--- src/rtl/instr_fetch_decode.sv ---
// Fetch/decode front end: reads RV32I words from a synchronous imem, decodes
// OP-IMM into opcode/rd/rs1/imm12, issues over valid/ready. Optional: IFD_SKIP_ILLEGAL_EN.
module instr_fetch_decode #(
  parameter int unsigned ADDR_WIDTH = 10,
  parameter int unsigned RESET_PC   = 0
) (
  input  logic                  clk,
  input  logic                  rst,
  output logic                  imem_rd_en,
  output logic [ADDR_WIDTH-3:0] imem_addr,
  input  logic [31:0]           imem_data,
  output logic                  issue_valid,
  input  logic                  issue_ready,
  output logic [2:0]            opcode,
  output logic [4:0]            rd,
  output logic [4:0]            rs1,
  output logic [11:0]           imm12,
  output logic [ADDR_WIDTH-1:0] pc,
  output logic                  halted,
  output logic                  illegal
);

  typedef enum logic [1:0] {
    S_FETCH,
    S_WAIT,
    S_ISSUE,
    S_HALT
  } state_e;

  localparam logic [6:0]  OP_IMM = 7'b0010011;
  localparam logic [31:0] ECALL  = 32'h0000_0073;
  localparam logic [31:0] EBREAK = 32'h0010_0073;

  state_e                state_q, state_d;
  logic [ADDR_WIDTH-1:0] pc_q, pc_d;
  logic [2:0]            opcode_q, opcode_d;
  logic [4:0]            rd_q, rd_d;
  logic [4:0]            rs1_q, rs1_d;
  logic [11:0]           imm12_q, imm12_d;
  logic                  illegal_q, illegal_d;

  logic [2:0] funct3;
  logic [6:0] funct7;
  logic       is_sys;
  logic       is_legal_imm;

  assign funct3 = imem_data[14:12];
  assign funct7 = imem_data[31:25];
  assign is_sys = (imem_data == ECALL) || (imem_data == EBREAK);

  always_comb begin
    is_legal_imm = (imem_data[6:0] == OP_IMM);
    if (funct3 == 3'b001) begin
      is_legal_imm = is_legal_imm && (funct7 == 7'b0000000);
    end else if (funct3 == 3'b101) begin
      is_legal_imm = is_legal_imm && ((funct7 == 7'b0000000) || (funct7 == 7'b0100000));
    end
  end

  always_ff @(posedge clk or posedge rst) begin
    if (rst) begin
      state_q   <= S_FETCH;
      pc_q      <= ADDR_WIDTH'(RESET_PC);
      opcode_q  <= '0;
      rd_q      <= '0;
      rs1_q     <= '0;
      imm12_q   <= '0;
      illegal_q <= 1'b0;
    end else begin
      state_q   <= state_d;
      pc_q      <= pc_d;
      opcode_q  <= opcode_d;
      rd_q      <= rd_d;
      rs1_q     <= rs1_d;
      imm12_q   <= imm12_d;
      illegal_q <= illegal_d;
    end
  end

  always_comb begin
    state_d   = state_q;
    pc_d      = pc_q;
    opcode_d  = opcode_q;
    rd_d      = rd_q;
    rs1_d     = rs1_q;
    imm12_d   = imm12_q;
`ifdef IFD_SKIP_ILLEGAL_EN
    illegal_d = 1'b0;
`else
    illegal_d = illegal_q;
`endif
    case (state_q)
      S_FETCH: state_d = S_WAIT;
      S_WAIT: begin
        if (is_legal_imm) begin
          opcode_d = funct3;
          rd_d     = imem_data[11:7];
          rs1_d    = imem_data[19:15];
          imm12_d  = imem_data[31:20];
          state_d  = S_ISSUE;
        end else if (is_sys) begin
          state_d = S_HALT;
        end else begin
          illegal_d = 1'b1;
`ifdef IFD_SKIP_ILLEGAL_EN
          pc_d    = pc_q + ADDR_WIDTH'(4);
          state_d = S_FETCH;
`else
          state_d = S_HALT;
`endif
        end
      end
      S_ISSUE: begin
        if (issue_ready) begin
          pc_d    = pc_q + ADDR_WIDTH'(4);
          state_d = S_FETCH;
        end
      end
      default: state_d = S_HALT;
    endcase
  end

  // Reset leaves the FSM in FETCH, so the strobe is gated to stay low while rst is held.
  assign imem_rd_en  = (state_q == S_FETCH) && !rst;
  assign imem_addr   = pc_q[ADDR_WIDTH-1:2];
  assign issue_valid = (state_q == S_ISSUE);
  assign halted      = (state_q == S_HALT);
  assign illegal     = illegal_q;
  assign opcode      = opcode_q;
  assign rd          = rd_q;
  assign rs1         = rs1_q;
  assign imm12       = imm12_q;
  assign pc          = pc_q;

endmodule
--- config.mk ---
export PLATFORM = sky130hd
export DESIGN_NAME = instr_fetch_decode
export DESIGN_NICKNAME = d
export VERILOG_FILES = /design/src/rtl/instr_fetch_decode.sv
export SDC_FILE = /design/constraint.sdc
export NUM_CORES = 1
export LEC_CHECK = 0
export CAP_MARGIN = 20
export CORE_MARGIN = 8
export CORE_UTILIZATION = 40
export CTS_CLUSTER_DIAMETER = 60
export CTS_CLUSTER_SIZE = 40
export DETAILED_ROUTE_END_ITERATION = 8
export PLACE_DENSITY = 0.84
export RECOVER_POWER = 50
export SKIP_LAST_GASP = 1
export SLEW_MARGIN = 20
export SYNTH_ARGS = -nofsm -noshare
export SYNTH_HDL_FRONTEND = slang
export SYNTH_SLANG_ARGS = --single-unit
--- constraint.sdc ---
create_clock -name clk -period 2.37 [get_ports clk]
set_input_delay 0.3555 -clock clk [delete_from_list [all_inputs] [get_ports clk]]
set_output_delay 0.3555 -clock clk [all_outputs]
set_load 0.02 [all_outputs]
Word level (Yosys, flattened, before mapping)
Index checks and enable logic that the tools add are counted.
{"block": "word_totals", "ff_bits": 38, "output_inout_bits": 47, "word_cells": 36, "input_bits": 35}
{"block": "op_classes", "add_sub_neg": 1, "reduce_logical": 11, "mux": 5, "n_bitwise": 2, "eq_ne": 10}
{"operator": "== test 32 x 21 -> 1 bit (second input constant)", "count": 1}
{"operator": "== test 32 x 7 -> 1 bit (second input constant)", "count": 1}
{"operator": "adder 10 x 3 -> 10 bit (second input constant)", "count": 1}
{"operator": "== test 7 x 5 -> 1 bit (second input constant)", "count": 1}
{"operator": "== test 7 x 6 -> 1 bit (second input constant)", "count": 1}
{"operator": "logical NOT 7 bit", "count": 1}
{"operator": "case mux 2 bit (3 select lines)", "count": 1}
{"operator": "== test 2 bit (second input constant)", "count": 2}
{"operator": "AND reduction 2 bit", "count": 2}
{"operator": "== test 3 x 1 -> 1 bit (second input constant)", "count": 1}
{"operator": "== test 3 bit (second input constant)", "count": 1}
{"operator": "logical AND 1 bit", "count": 3}
{"operator": "2-to-1 mux 1 bit", "count": 3}
{"operator": "AND reduction 3 bit", "count": 1}
{"operator": "== test 2 x 1 -> 1 bit (second input constant)", "count": 1}
{"operator": "logical NOT 2 bit", "count": 1}
{"operator": "logical OR 1 bit", "count": 2}
{"operator": "2-to-1 mux 2 bit", "count": 1}
{"operator": "!= test 2 x 1 -> 1 bit (second input constant)", "count": 1}
{"operator": "NOT 1 bit", "count": 2}
{"operator": "logical NOT 1 bit", "count": 1}

Longest topological paths before layout
Gate-level depths: netlist (run 1).
{"block": "logic_depth", "ltp_word": 7, "mapped_depth": 5}

Worst setup path after synthesis (run 1)
OpenSTA, ideal clock, no wires.
{"block": "synth_timing", "kind": "input to register", "from": "in imem_data[25]", "to": "reg imm12_q[10], in the netlist imm12[10]", "setup_slack_ns": 0.468, "setup_time_ns": 0.125, "path_buffers": 1, "cell_stages": 5, "arrival_time_ns": 1.778, "required_time_ns": 2.245, "cell_sequence": "nor4_4 a311oi_1 nor4b_4 buf_6 mux2_2"}
{"block": "synth_via", "elab_chain_len": 6}
{"element": "start: declaration", "line": "11", "source": "input logic [31:0] imem_data,"}
{"element": "== test 7 x 6 -> 1 bit / logical NOT 7 bit (equally long branches)", "line": "56, 54"}
{"element": "logical OR 1 bit", "line": "56", "source": "is_legal_imm = is_legal_imm && ((funct7 == 7'b0000000) || (funct7 == 7'b0100000));"}
{"element": "logical AND 1 bit", "line": "56"}
{"element": "2-to-1 mux 1 bit", "line": "55", "source": "end else if (funct3 == 3'b101) begin"}
{"element": "2-to-1 mux 1 bit (*)", "line": "53", "source": "if (funct3 == 3'b001) begin"}
{"element": "AND reduction 2 bit (no source line) (*)"}
{"element": "end signal: assignment", "line": "75", "source": "imm12_q <= imm12_d;"}
{"element": "end: declaration", "line": "39", "source": "logic [11:0] imm12_q, imm12_d;"}
Every way passes the cells marked *; elsewhere a longest branch is shown, timed or not.
A chain may end at the register's enable or synchronous reset.

Worst setup path in the final report (run 1)
{"block": "layout_timing", "from": "in imem_data[25]", "to": "reg rs1_q[4], in the netlist rs1[4]"}
{"block": "layout_via", "elab_chain_len": 6}
{"element": "== test 7 x 6 -> 1 bit / logical NOT 7 bit (equally long branches)", "line": "56, 54"}
{"element": "logical OR 1 bit", "line": "56"}
{"element": "logical AND 1 bit", "line": "56"}
{"element": "2-to-1 mux 1 bit", "line": "55"}
{"element": "2-to-1 mux 1 bit (*)", "line": "53"}
{"element": "AND reduction 2 bit (no source line) (*)"}
{"element": "end signal: assignment", "line": "74", "source": "rs1_q <= rs1_d;"}
{"element": "end: declaration", "line": "38", "source": "logic [4:0] rs1_q, rs1_d;"}
Marked as above.

==> impl_metrics.csv, run 1 <==
group,metric,value,unit
clock_network,cts_resized,0,
power_and_ir_drop,p_leak,1.17,nW
clock_network,clockRootBuffer,"clkbuf_8",
worst_setup_path,cpMaxStageDelayCell,"clkdlybuf4s50_1",
sta,finalSetupViolations,0,
worst_setup_path,start_kind,"primary input",
floorplanning,boundaryPins,82,
drt,finalWirelength,4330,µm
global_routing,grt_antenna_before_repair,0,
logic_synthesis,synth_edf_count,0,
global_routing,grt_pass1_vias,1457,
final_layout,syn2layout_area_growth,54.4,%
floorplanning,die_x,79.7,µm
placement,place_hpwl,3520,µm
min_path,whs_endpoint,"illegal$_DFFE_PP0P_",
floorplanning,core,3940,µm²
job,drv_cap,0,
final_layout,fin_nets,236,
power_and_ir_drop,powerDensity,464,nW/µm²
sta,fin_hold_ws,493,ps
final_layout,drive_gt1_frac,0.189,
logic_synthesis,synth_top_family_by_area,"multiplexers",
worst_setup_path,worstPathArrival,2230,ps
logic_synthesis,synth-compound-area-share,0.0147,
clock_network,clock_latency,290,ps
worst_setup_path,cp_top_family,"buffers and inverters",
logic_synthesis,netlist_area,1620,µm²
clock_network,ctsHoldBuffers,0,
clock_network,cts_sinks,36,
global_routing,grt_max_degree,26,
sta,finalSetupTns,0,ps
status,status,"finished clean",
sta,tightest_slew,1100,ps
clock_network,postCtsSetupRepairBufs,0,
min_path,hold_path_startpoint,"illegal$_DFFE_PP0P_",
drt,via_count,1253,
drt,drc,0,
floorplanning,fp.dieH,79.7,µm
logic_synthesis,syn_inst,121,
drt,firstDrtPassIters,4,
worst_setup_path,reg2reg_slack,690,ps
global_routing,grt_pass1_wl,6960,µm
floorplanning,rows,23,
sta,rsz0062_at_grt,"no",
final_layout,stdcell_area,2500,µm²
worst_setup_path,max_stage_delay,480,ps
floorplanning,initial_core_util,0.411,
sta,skew,3.02,ps
clock_network,clock_path_buffers,2,
logic_synthesis,ys_ff_latch,36,
drt,drtAntennaViolNets,0,
worst_setup_path,reg2reg_depth,4,
logic_synthesis,synth.top_cell.area_share,0.556,
placement,portBuffers,79,
logic_synthesis,yosys.cell_count.top_type,"dfrtp_1",
min_path,hold_path_depth,2,
clock_network,tritoncts,"built",
final_layout,num_antenna_cells,0,
logic_synthesis,yosys_warnings,0,
sta,relSlewSlack,0.266,
sta,period_needed,2050,ps
logic_synthesis,seq_area_frac_synth,0.556,
sta,period_share,0.866,
sta,slew_violations,0,
floorplanning,die_area,6350,µm²
logic_synthesis,async_flop_share,1.00,
logic_synthesis,synth_top_cell_by_area,"dfrtp_1",
clock_network,numCtsBuffers,5,
logic_synthesis,synth.top_cells.by_count,"36 x dfrtp_1, 25 x mux2_2, 10 x buf_4",
min_path,holdCritPathClass,"reg -> reg",
placement,place_area,2420,µm²
drt,drtIter0Drc,47,
logic_synthesis,ys_types,28,
placement,dp.cells,243,
sta,max_freq,487,MHz
worst_setup_path,r2r_end,"rs1[4]$_DFFE_PP0P_",
worst_setup_path,cp_cell_sequence,"clkdlybuf4s50_1, nor4_4, a311oi_1, nor4b_4, buf_4, mux2_2",
logic_synthesis,synthXorXnorAreaFrac,0.0378,
final_layout,instances_no_fill,251,
sta,hold_viol,0,
worst_setup_path,cp-end-kind,"flop",
clock_network,h-tree-depth,2,
logic_synthesis,muxShareOfSynthArea,0.181,
clock_network,clkTransAtPathRegs,70,ps
worst_setup_path,timing.rr.start,"state_q[1]$_DFFE_PP0P_",
drt,viasPerCell,4.99,
global_routing,grt_usage,0.143,
logic_synthesis,synthTopCellsByArea,"dfrtp_1 56%, mux2_2 17%, buf_4 4.6%",
worst_setup_path,criticalPathCategory,"in -> reg",
logic_synthesis,synth-simple-area-share,0.132,
worst_setup_path,crit_required,2550,ps
logic_synthesis,ys.flop_type,"dfrtp_1",
global_routing,grt-ovfl-total,0,
placement,gp_congestion,0.754,
worst_setup_path,path_max_fanout,11,
logic_synthesis,yosys.area_share.adder,0.00772,
logic_synthesis,synth.avg_cell_area,13.4,µm²
drt,post_drt_wl_per_cell,17.3,µm
power_and_ir_drop,peakVddDrop,399,µV
power_and_ir_drop,power,1.16,mW
worst_setup_path,crit_buf_inv,2,
## registers in the layout, summed over array words and instances (netlist names)
| name | flops |
|---|---|
| opcode | 3 |
| state_q | 2 |
| illegal | 1 |
| pc | 8 |
| rs1 | 5 |
| rd | 5 |
| imm12 | 12 |
## metal layers
layer	wire, µm	track usage
met5	0	0
met4	127	0.0815
met3	546	0.0845
met2	2040	0.232
met1	1620	0.137
## through the flow
step                setup slack [ps]   util
floorplan                        468      -
global route                     156  0.635
global placement                72.4  0.615
finish                           316  0.635
detailed placement              7.35  0.615
CTS                              303  0.637
## worst reg2reg max path, stage by stage, from the launching register on
cell	delay, ps
dfrtp_1	420
nand2b_1	210
nor4b_4	340
buf_4	240
mux2_2	350
## power breakdown
part	leakage [nW]	internal [mW]	switching (mW)
Sequential	0.486	0.619	0.00517
Combinational	0.632	0.0705	0.0534
Clock	0.0479	0.204	0.210
Total	1.17	0.894	0.269
## layout by cell type (no fill, tap or decap), types with 2 or more instances in the layout
cell type,count
buf_4,3
clkbuf_8,5
clkdlybuf4s50_1,62
clkinv_2,2
conb_1,2
dfrtp_1,36
dlygate4sd3_1,17
inv_1,4
mux2_2,25
nand2b_1,2
nand3_1,5
nand4_1,3
nor2_1,4
nor3_1,2
nor4_1,4
nor4b_1,2
xnor2_1,5
xor2_1,2
## worst max-delay path by stage
stage / cells past startpoint / to / slack (ps) / startpoint
finish: 6 / rs1[4]$_DFFE_PP0P_ / 320 / imem_data[25]
global route: 3 / opcode[0]$_DFFE_PP0P_ / 160 / rst
CTS: 2 / issue_valid / 300 / state_q[1]$_DFFE_PP0P_
detailed placement: 6 / rs1[4]$_DFFE_PP0P_ / 7 / imem_data[25]
global placement: 6 / rd[1]$_DFFE_PP0P_ / 70 / imem_data[25]
floorplan: 5 / imm12[10]$_DFFE_PP0P_ / 470 / imem_data[25]
## logic make-up after synthesis
kind of cell,count (synthesis)
buffers and inverters,16
flip-flops,36
multiplexers,26
XOR/XNOR,7
other,1
adder cells (fa/ha/maj),1
AO/OA/AOI/OAI,3
AND/OR/NAND/NOR,31
## final cells by class
| cell class | count | area [µm²] |
|---|---|---|
| Fill cell | 303 | 1440 |
| Sequential cell | 36 | 901 |
| Timing Repair Buffer | 83 | 826 |
| Multi-Input combinational cell | 70 | 612 |
| Clock buffer | 5 | 68.8 |
| Tap cell | 50 | 62.6 |
| Clock inverter | 3 | 18.8 |
| Inverter | 4 | 15.0 |
Note: power is estimated with default switching activity, not from simulation.
==> run 2, diff against run 1 <==
--- a/config.mk
+++ b/config.mk
@@ -13,2 +13,3 @@
 export DETAILED_ROUTE_END_ITERATION = 8
+export HOLD_SLACK_MARGIN = 0.1
 export PLACE_DENSITY = 0.84
==> constraint.sdc (replaced) <==
create_clock -name clk -period 2.37 [get_ports clk]
set_input_delay 0.237 -clock clk [delete_from_list [all_inputs] [get_ports clk]]
set_output_delay 0.237 -clock clk [all_outputs]
set_load 0.02 [all_outputs]
==> run 2 against run 1 <==
Effect of this change:
- register-to-register slack lost 60 ps
- via count decreased by 1.4%
- utilization decreased by 0.48 points
- power is 3.0% lower
- non-clock buffer count is 1 lower
- final cell count down 1.6%
- worst setup slack improved by 65 ps
- final area shrank 0.75%
- fmax grew 3.3%
- first-iteration DRC count is 2.1% lower
==> impl_metrics.csv, run 2 (same netlist as run 1, synthesis figures left out) <==
group,metric,value,unit
worst_setup_path,criticalPathCategory,"in -> reg",
clock_network,tritoncts,"built",
worst_setup_path,reg2reg_slack,630,ps
min_path,holdCritPathClass,"in -> async",
placement,place_hpwl,3510,µm
drt,finalWirelength,4380,µm
sta,max_freq,503,MHz
status,status,"finished clean",
drt,via_count,1236,
floorplanning,core,3940,µm²
final_layout,drive_gt1_frac,0.178,
drt,dr_wl_met2,2080,µm
power_and_ir_drop,p_leak,1.14,nW
global_routing,grt_pass1_wl,7090,µm
final_layout,register_area,901,µm²
clock_network,clockRootBuffer,"clkbuf_8",
sta,finalSetupViolations,0,
worst_setup_path,crit_required,2530,ps
worst_setup_path,path_max_fanout,18,
sta,slew_violations,0,
global_routing,grt_usage,0.142,
final_layout,n_fill_cell,293,
final_layout,fin_nets,235,
drt,drc,0,
clock_network,postCtsSetupRepairBufs,0,
floorplanning,die_x,79.7,µm
worst_setup_path,worstPathArrival,2150,ps
power_and_ir_drop,peakVddDrop,280,µV
clock_network,cts_sinks,36,
global_routing,grt-ovfl-total,0,
final_layout,multi_input_area,612,µm²
sta,skew,3.19,ps
drt,firstDrtPassIters,4,
clock_network,clock_latency,280,ps
placement,portBuffers,79,
drt,met1_length,1750,µm
floorplanning,rows,23,
worst_setup_path,start_kind,"primary input",
job,drv_cap,0,
final_layout,syn2layout_area_growth,53.2,%
final_layout,final_common_cell,"clkdlybuf4s50_1",
drt,top_layer,"met4",
clock_network,clkTransAtPathRegs,60,ps
clock_network,cts_resized,0,
final_layout,fin_util,0.630,
floorplanning,fp.dieH,79.7,µm
sta,period_share,0.839,
sta,rsz0062_at_grt,"no",
sta,finalSetupTns,0,ps
sta,period_needed,1990,ps
placement,place_area,2420,µm²
worst_setup_path,cp-end-kind,"flop",
sta,tightest_slew,532,ps
drt,post_drt_wl_per_cell,17.7,µm
floorplanning,die_area,6350,µm²
floorplanning,initial_core_util,0.411,
sta,hold_viol,0,
clock_network,ctsHoldBuffers,0,
final_layout,stdcell_area,2480,µm²
sta,fin_hold_ws,463,ps
sta,relSlewSlack,0.645,
placement,gp_congestion,0.762,
clock_network,h-tree-depth,2,
global_routing,grt_antenna_before_repair,0,
drt,drtIter0Drc,46,
global_routing,grt_pass1_vias,1463,
power_and_ir_drop,powerDensity,454,nW/µm²
drt,drtAntennaViolNets,0,
final_layout,num_antenna_cells,0,
final_layout,final_cell_mix,"62 x clkdlybuf4s50_1, 36 x dfrtp_1, 25 x mux2_2",
drt,wl_met3,501,µm
clock_network,clock_path_buffers,2,
drt,viasPerCell,5.00,
floorplanning,boundaryPins,82,
global_routing,grt_max_degree,26,
final_layout,largest_reg_flops,12,
clock_network,numCtsBuffers,5,
power_and_ir_drop,power,1.13,mW
==> run 2: area by class of cell <==
cell class,count,share of cell area
Timing Repair Buffer,82,0.332
Inverter,4,0.00604
Multi-Input combinational cell,70,0.246
Clock buffer,5,0.0277
Tap cell,50,0.0252
Sequential cell,36,0.363
==> run 2: routing by layer <==
| layer | vias up | global-route usage |
|---|---|---|
| met5 | - | 0 |
| met4 | 0 | 0.0444 |
| met3 | 7 | 0.0721 |
| li1 | 571 | - |
| met1 | 595 | 0.161 |
| met2 | 63 | 0.227 |
==> run 2: critical path, cell delays in order <==
cell	delay, ps
clkdlybuf4s50_1	470
nor4_4	320
a311oi_1	190
nor4b_4	270
buf_4	300
mux2_2	370
==> run 2: worst paths after layout <==
kind	start	endpoint	cells after the start
setup / recovery	imem_data[25]	rd[2]$_DFFE_PP0P_	6
min in group clk	illegal$_DFFE_PP0P_	illegal$_DFFE_PP0P_	2
hold reg to reg	illegal$_DFFE_PP0P_	illegal$_DFFE_PP0P_	2
hold / removal	rst	imm12[8]$_DFFE_PP0P_	2
setup reg to reg	state_q[1]$_DFFE_PP0P_	rd[2]$_DFFE_PP0P_	4
max in group asynchronous	rst	rd[1]$_DFFE_PP0P_	3
==> run 2: power breakdown <==
part	total [mW]	switching (mW)	internal [mW]
combinational	0.126	0.0531	0.0726
sequential	0.625	0.00530	0.619
clock	0.377	0.188	0.189
==> run 2: per-stage QoR <==
step	setup WS, ps	instances
floorplan	586	122
global placement	162	242
detailed placement	84.4	242
CTS	391	247
global route	283	247
finish	382	247
